$ cat config.mk
export PLATFORM = sky130hd
export DESIGN_NAME = rc_settle_monitor
export DESIGN_NICKNAME = d
export VERILOG_FILES = /design/src/rtl/rc_chk_pkg.sv /design/src/rtl/rc_settle_monitor.sv
export SDC_FILE = /design/constraint.sdc
export NUM_CORES = 1
export LEC_CHECK = 0
export CAP_MARGIN = 0
export CORE_MARGIN = 5
export CORE_UTILIZATION = 35
export CTS_BUF_LIST = sky130_fd_sc_hd__clkbuf_8
export DETAILED_ROUTE_END_ITERATION = 8
export MAX_ROUTING_LAYER = met4
export PLACE_DENSITY = 0.61
export SETUP_SLACK_MARGIN = 0.15
export SLEW_MARGIN = 20
export SYNTH_ARGS = -nofsm -noshare
export SYNTH_HDL_FRONTEND = slang
export SYNTH_SLANG_ARGS = --single-unit
export TNS_END_PERCENT = 100
$ cat constraint.sdc
create_clock -name clk -period 15.5 [get_ports clk]
set_input_delay 2.325 -clock clk [delete_from_list [all_inputs] [get_ports clk]]
set_output_delay 2.325 -clock clk [all_outputs]
set_load 0.01 [all_outputs]
$ cat src/rtl/rc_chk_pkg.sv
// Shared constants and fixed-point helpers for the RC step checker.
// Real values are signed fixed point; helpers widen before any arithmetic.
package rc_chk_pkg;

   localparam int CNT_W = 16;
   localparam int FX_W  = 32;

   // Stimulus FSM encoding
   localparam logic [1:0] LOW  = 2'd0;
   localparam logic [1:0] HIGH = 2'd1;
   localparam logic [1:0] HALT = 2'd2;

   function automatic int to_fx(input real x, input int frac);
      return $rtoi(x * (2.0 ** frac) + ((x < 0.0) ? -0.5 : 0.5));
   endfunction

   // One extra bit on the difference keeps |a - b| from wrapping
   function automatic logic in_band(input logic signed [FX_W-1:0] a,
                                    input logic signed [FX_W-1:0] b,
                                    input logic signed [FX_W-1:0] tol);
      logic signed [FX_W:0] ea;
      logic signed [FX_W:0] eb;
      logic signed [FX_W:0] et;
      logic signed [FX_W:0] diff;
      ea = {a[FX_W-1], a};
      eb = {b[FX_W-1], b};
      et = {tol[FX_W-1], tol};
      diff = ea - eb;
      if (diff < 0) diff = -diff;
      return diff <= et;
   endfunction

endpackage

$ cat src/rtl/rc_settle_monitor.sv
// Per-phase settle tracking plus the always-on bound check. The *_hit outputs
// are the unregistered set conditions so the FSM can halt on the same edge.
module rc_settle_monitor
   import rc_chk_pkg::*;
#(
   parameter int REAL_W     = 18,
   parameter int TOL_I      = 205,
   parameter int VMIN_I     = -2048,
   parameter int VMAX_I     = 8192,
   parameter int SETTLE_MAX = 40
) (
   input  logic                     clk,
   input  logic                     rst,
   input  logic                     run,
   input  logic                     wrap,
   input  logic signed [REAL_W-1:0] v_out,
   input  logic signed [REAL_W-1:0] target,
   output logic                     settled,
   output logic [CNT_W-1:0]         settle_time,
   output logic                     err_bound,
   output logic                     err_settle,
   output logic                     bound_hit,
   output logic                     settle_hit
);

   localparam logic signed [REAL_W-1:0] VMIN_FX = VMIN_I[REAL_W-1:0];
   localparam logic signed [REAL_W-1:0] VMAX_FX = VMAX_I[REAL_W-1:0];
   localparam logic [CNT_W-1:0]         SMAX    = SETTLE_MAX[CNT_W-1:0];

   logic [CNT_W-1:0]         settle_cnt;
   logic signed [FX_W-1:0]   vo_w;
   logic signed [FX_W-1:0]   tg_w;
   logic                     band;

   always_comb begin
      vo_w       = {{(FX_W-REAL_W){v_out[REAL_W-1]}}, v_out};
      tg_w       = {{(FX_W-REAL_W){target[REAL_W-1]}}, target};
      band       = in_band(vo_w, tg_w, TOL_I);
      bound_hit  = (v_out >= VMAX_FX) || (v_out <= VMIN_FX);
      settle_hit = run && !settled && !band && (settle_cnt == SMAX);
   end

   // A wrap restarts the phase even if the band is entered on that same edge
   always_ff @(posedge clk) begin
      if (rst) begin
         settled     <= 1'b0;
         settle_time <= '0;
         settle_cnt  <= '0;
         err_bound   <= 1'b0;
         err_settle  <= 1'b0;
      end else begin
         err_bound  <= err_bound | bound_hit;
         err_settle <= err_settle | settle_hit;
         if (wrap) begin
            settled    <= 1'b0;
            settle_cnt <= '0;
         end else if (run && !settled) begin
            if (band) begin
               settled     <= 1'b1;
               settle_time <= settle_cnt;
            end else if (settle_cnt != '1) begin
               settle_cnt <= settle_cnt + CNT_W'(1);
            end
         end
      end
   end

endmodule

* After elaboration in Yosys (flattened, before gate mapping) *
Index checks and enable logic that the tools add are counted.

operators by class
  equal/unequal tests = 2
  $lt $le $gt $ge = 4
  $add $sub $neg = 3
  bitwise operators = 4
  reduce and logical (&&, ||, !) cells = 10
  multiplexer cells = 1

operator list
  operator                                                           number
  less-or-equal comparator 33 x 9 -> 1 bit (second input constant)   1
  2-to-1 mux 33 bit                                                  1
  negation 19 -> 33 bit                                              1
  less-than comparator 19 x 1 -> 1 bit (second input constant)       1
  subtractor 18 x 18 -> 19 bit                                       1
  >= comparator 18 x 15 -> 1 bit (second input constant)             1
  less-or-equal comparator 18 x 12 -> 1 bit (second input constant)  1
  adder 16 x 1 -> 16 bit (second input constant)                     1
  equality test 16 x 6 -> 1 bit (second input constant)              1
  != test 16 bit (second input constant)                             1
  AND reduction 3 bit                                                2
  logical AND 1 bit                                                  3
  zero test 1 bit                                                    2
  inverter 1 bit                                                     2
  OR 1 bit                                                           2
  AND reduction 2 bit                                                1
  OR reduction 2 bit                                                 1
  logical OR 1 bit                                                   1

storage, ports and cells
  input bits = 40
  bits in registers = 35
  output and inout bits = 21
  logic and storage cells = 29

* Depth between registers and ports, before layout *
  depth after elaboration = 8
  mapped depth = 20
  mapped depth without buffers = 17

* Worst setup path before layout *
OpenSTA, ideal clock, no wires.

  path kind = input -> output
  from = in v_out[0]
  to = out settle_hit
  required time = 13175 ps
  arrival = 5876 ps
  path buffers = 2
  setup slack = 7299 ps
  cell stages on the path = 16
  cell sequence = inv_1 ha_1 inv_1 fa_1 a211oi_4 o21ai_2 a31oi_4 xnor2_1 or3_1 buf_2 or4_1 or4b_1 a32oi_2 nand3_2 buf_2 nor3b_1

on the way
  longest elaborated chain between the ends = 7
  elaborated cells on any way between the ends = 8
  those cells by class = 2 x add/sub; 2 x order compare; 1 x mux; 3 x reduce/logical

ends and longest elaborated chain
  element                                                                               RTL line                 source
  start, declared                                                                       rc_settle_monitor.sv:16  input logic signed [REAL_W-1:0] v_out,
  subtractor 18 x 18 -> 19 bit (*)                                                      rc_chk_pkg.sv:28         diff = ea - eb;
  negation 19 -> 33 bit / less-than comparator 19 x 1 -> 1 bit (equally long branches)  rc_chk_pkg.sv:29         if (diff < 0) diff = -diff;
  2-to-1 mux 33 bit (*)                                                                 rc_chk_pkg.sv:29
  less-or-equal comparator 33 x 9 -> 1 bit (*)                                          rc_chk_pkg.sv:30         return diff <= et;
  zero test 1 bit (*)                                                                   rc_settle_monitor.sv:40  settle_hit = run && !settled && !band && (settle_cnt == SMAX);
  logical AND 1 bit (*) (2 in a row)                                                    rc_settle_monitor.sv:40
  end, declared                                                                         rc_settle_monitor.sv:23  output logic settle_hit

Mark *: on every way between the ends. The rest lies on a longest branch, timed or not.

* Final worst setup path *
Ends and elaborated chain as after synthesis.

==> reports/qor.json <==
{
  "outcome": "complete, no violations",
  "die_height_microns": 110,
  "drv.max_cap_violation_count": 0,
  "drive_above_1_share": 0.0639,
  "design.final.nets": 562,
  "remaining_drc_errors": 0,
  "antenna_found_initial": 0,
  "finalMaxSlewViolations": 0,
  "detail_route_antenna_nets": 0,
  "postRouteWirelength_mm": 8.78,
  "cp_data_required_time_ns": 13.18,
  "synth_ff_type": "dfxtp_1",
  "syn_area_per_cell_sq_um": 7.71,
  "cts_buffer_depth": 2,
  "timing.critical_path.fanout_max": 29,
  "setup_repair_after_global_routing_missed_its_margin": "no",
  "clock_sinks": 35,
  "tightestPinTransition_ns": 0.966,
  "leakage_uw": 0.00156,
  "fp.dieW_microns": 110,
  "critPathLaunch": "v_out[0]",
  "cts.htree.levels": 2,
  "power_per_cell_area_nw_per_um2": 60.7,
  "fmaxAchievable_mhz": 102,
  "core.rowCount": 36,
  "antenna-diode-count": 0,
  "dieArea_sq_um": 12100,
  "cts-root-buf": "clkbuf_8",
  "timing.critical_path.to_type": "output pin",
  "cp.arrival_ns": 7.51,
  "ratio_of_routed_vias_to_standard_cells": 5.48,
  "synthArstFlopShare": 0,
  "postCtsResizedCells": 0,
  "gp_congestion": 0.901,
  "holdCritPathClass": "register to register",
  "r2r_setup_slack_ns": 12.89,
  "global_route.overflow_total": 0,
  "worstSetupPathType": "input port to output pin",
  "r2r.worst_path.cells": 10,
  "relSlewSlack": 0.354,
  "ys.warnings.count": 0,
  "vdd_ir_drop_max_mv": 0.0275,
  "fin_crit_ns": 9.83,
  "netlist.area_leader.share": 0.201,
  "placed_wire_length_estimate_mm": 6.89,
  "hold_path_end": "settle_time[5]$_SDFFE_PP0P_",
  "yosys-top-cells-area": "dfxtp_1 20%, ha_1 7.5%, mux2i_1 6.6%",
  "netlist.top_cell.by_area": "dfxtp_1",
  "first_global_vias": 3222,
  "synth_seq_area_share": 0.201,
  "grt_use_total": 0.153,
  "ctsHoldBuffers": 0,
  "cts_tree": "built",
  "largest_net_degree_at_the_start_of_global_routing": 41,
  "post-cts-setup-buffer-count": 0,
  "synth.top_cells.by_count": "35 x dfxtp_1, 35 x nand2b_1, 34 x nor2_1, 31 x nand2_1, 29 x inv_1",
  "totalNegativeSetupSlack_ns": 0,
  "crit_chain": "clkdlybuf4s50_1, inv_1, ha_1, inv_1, fa_1, a211oi_4, o21ai_2, a31oi_4, xnor2_1, or3_1, o41ai_1, xor2_1, a2111oi_0, nand3_2, nor3b_1, clkdlybuf4s50_1",
  "area_growth_pct": 21.8,
  "ys_ff_latch": 35,
  "finalClockSkew_ns": 0.00372,
  "clock_insertion_delay_at_the_later_pin_of_the_skew_report_ns": 0.28,
  "final_cell_area_sq_um": 4250,
  "number_of_enable_type_register_cells_in_the_synthesized_netlist": 0,
  "critical_path.reg2reg.endpoint": "settle_cnt[13]$_SDFFE_PP0P_",
  "timing.critical_path.slowest_cell_delay_ns": 0.62,
  "finalSetupViolations": 0,
  "clk_pin_slew_worst_paths_ns": 0.07,
  "timing.final.hold_violations": 0,
  "postPlaceCellArea_sq_um": 4170,
  "cts-buffers-inserted": 5,
  "starting_density_of_the_core": 0.359,
  "floorplan.core_area_sq_um": 9730,
  "n_fill_cell": 1043,
  "grt_first_pass_wirelength_mm": 14.9,
  "vias": 3473,
  "boundaryPins": 61,
  "yosysUniqueCellTypes": 71,
  "hold_start": "settle_time[5]$_SDFFE_PP0P_",
  "wire_per_inst_microns": 13.8,
  "fin_crit_sh": 0.634,
  "syn-instance-count": 453,
  "timing.rr.start": "settle_cnt[2]$_SDFFE_PP0P_",
  "syn_nets": 515,
  "min_path_cells": 2,
  "drt_first_pass_iters": 5,
  "mappedNetlistArea_sq_um": 3490,
  "port_buffers": 60,
  "crit_path_max_delay_cell_type": "a2111oi_0",
  "drt_iter0_markers": 153,
  "setup.worst_path.start_class": "input port"
}
==> placed cells by master, fill, tap and decap left out, drive strengths merged, types with 6 or more instances in the layout <==
cell           count
nor4              10
nand4             16
a21o               6
nand2             31
a31o               7
and3               7
and2               6
a21oi             28
clkdlybuf4s50     60
nor2              35
or3                9
mux2i             23
inv               31
nor3               9
xnor2              8
dfxtp             35
nand3              9
o21ai             14
a31oi              7
nand2b            35
ha                21
==> how the worst max path moves through the flow <==
stage / to / slack (ns) / cells past startpoint
3_5_place_dp: settle_hit / 5.74 / 17
5_1_grt: settle_hit / 5.36 / 16
4_1_cts: settle_hit / 5.71 / 16
2_1_floorplan: settle_hit / 7.30 / 16
6_report: settle_hit / 5.67 / 16
3_3_place_gp: settle_hit / 5.84 / 16
==> power by group <==
group          switching (uW)  internal, uW  total [uW]  leakage [uW]
combinational            58.9          46.2         105       0.00123
clock                    32.2          30.2        62.4     0.0000505
sequential              0.279          90.2        90.5      0.000282
==> worst max-delay path: cells and delay by family <==
| family | cells | cell delay (ns) |
|---|---|---|
| AOI/OAI and AO/OA | 5 | 1.84 |
| xor gates and xnor gates | 2 | 0.22 |
| adders and majority gates | 2 | 0.58 |
| buffers and inverters | 4 | 1.02 |
| and+or+nand+nor | 3 | 1.51 |
==> registers in the layout (all words and copies together) (netlist names) <==
signal,flops
settled,1
settle_cnt,16
err_settle,1
settle_time,16
err_bound,1
==> stage by stage <==
stage	cells	setup slack (ns)	hold slack, ns	power [uW]	utilization
2_1_floorplan	453	7.30	0.465	168	-
3_3_place_gp	626	5.84	0.460	196	0.429
3_5_place_dp	626	5.74	0.461	196	0.429
4_1_cts	634	5.71	0.477	260	0.437
5_1_grt	634	5.36	0.507	277	0.437
6_report	634	5.67	0.473	258	0.437
==> cells by family after synthesis <==
family          synth area share
compound gates             0.250
xor+xnor                  0.0298
fa+ha+maj                 0.0810
buf+inv                   0.0606
flops                      0.201
mux                       0.0659
simple gates               0.312
==> layout make-up <==
type / instances / area [sq um] / share of cell area
Sequential cell: 35 / 701 / 0.165
Clock buffer: 5 / 68.8 / 0.0162
Timing Repair Buffer: 62 / 616 / 0.145
Multi-Input combinational cell: 367 / 2580 / 0.607
Tap cell: 133 / 166 / 0.0391
Clock inverter: 3 / 12.5 / 0.00294
Inverter: 29 / 109 / 0.0256
==> layer usage <==
| metal | vias to the layer above | GRT usage | share of wire |
|---|---|---|---|
| li1 | 1790 | - | - |
| met1 | 1607 | 0.226 | 0.51 |
| met2 | 71 | 0.224 | 0.44 |
| met3 | 5 | 0.0206 | 0.045 |
| met4 | 0 | 0.0232 | 0.0065 |
| met5 | - | - | 0 |
(Power assumes the default switching activity.)
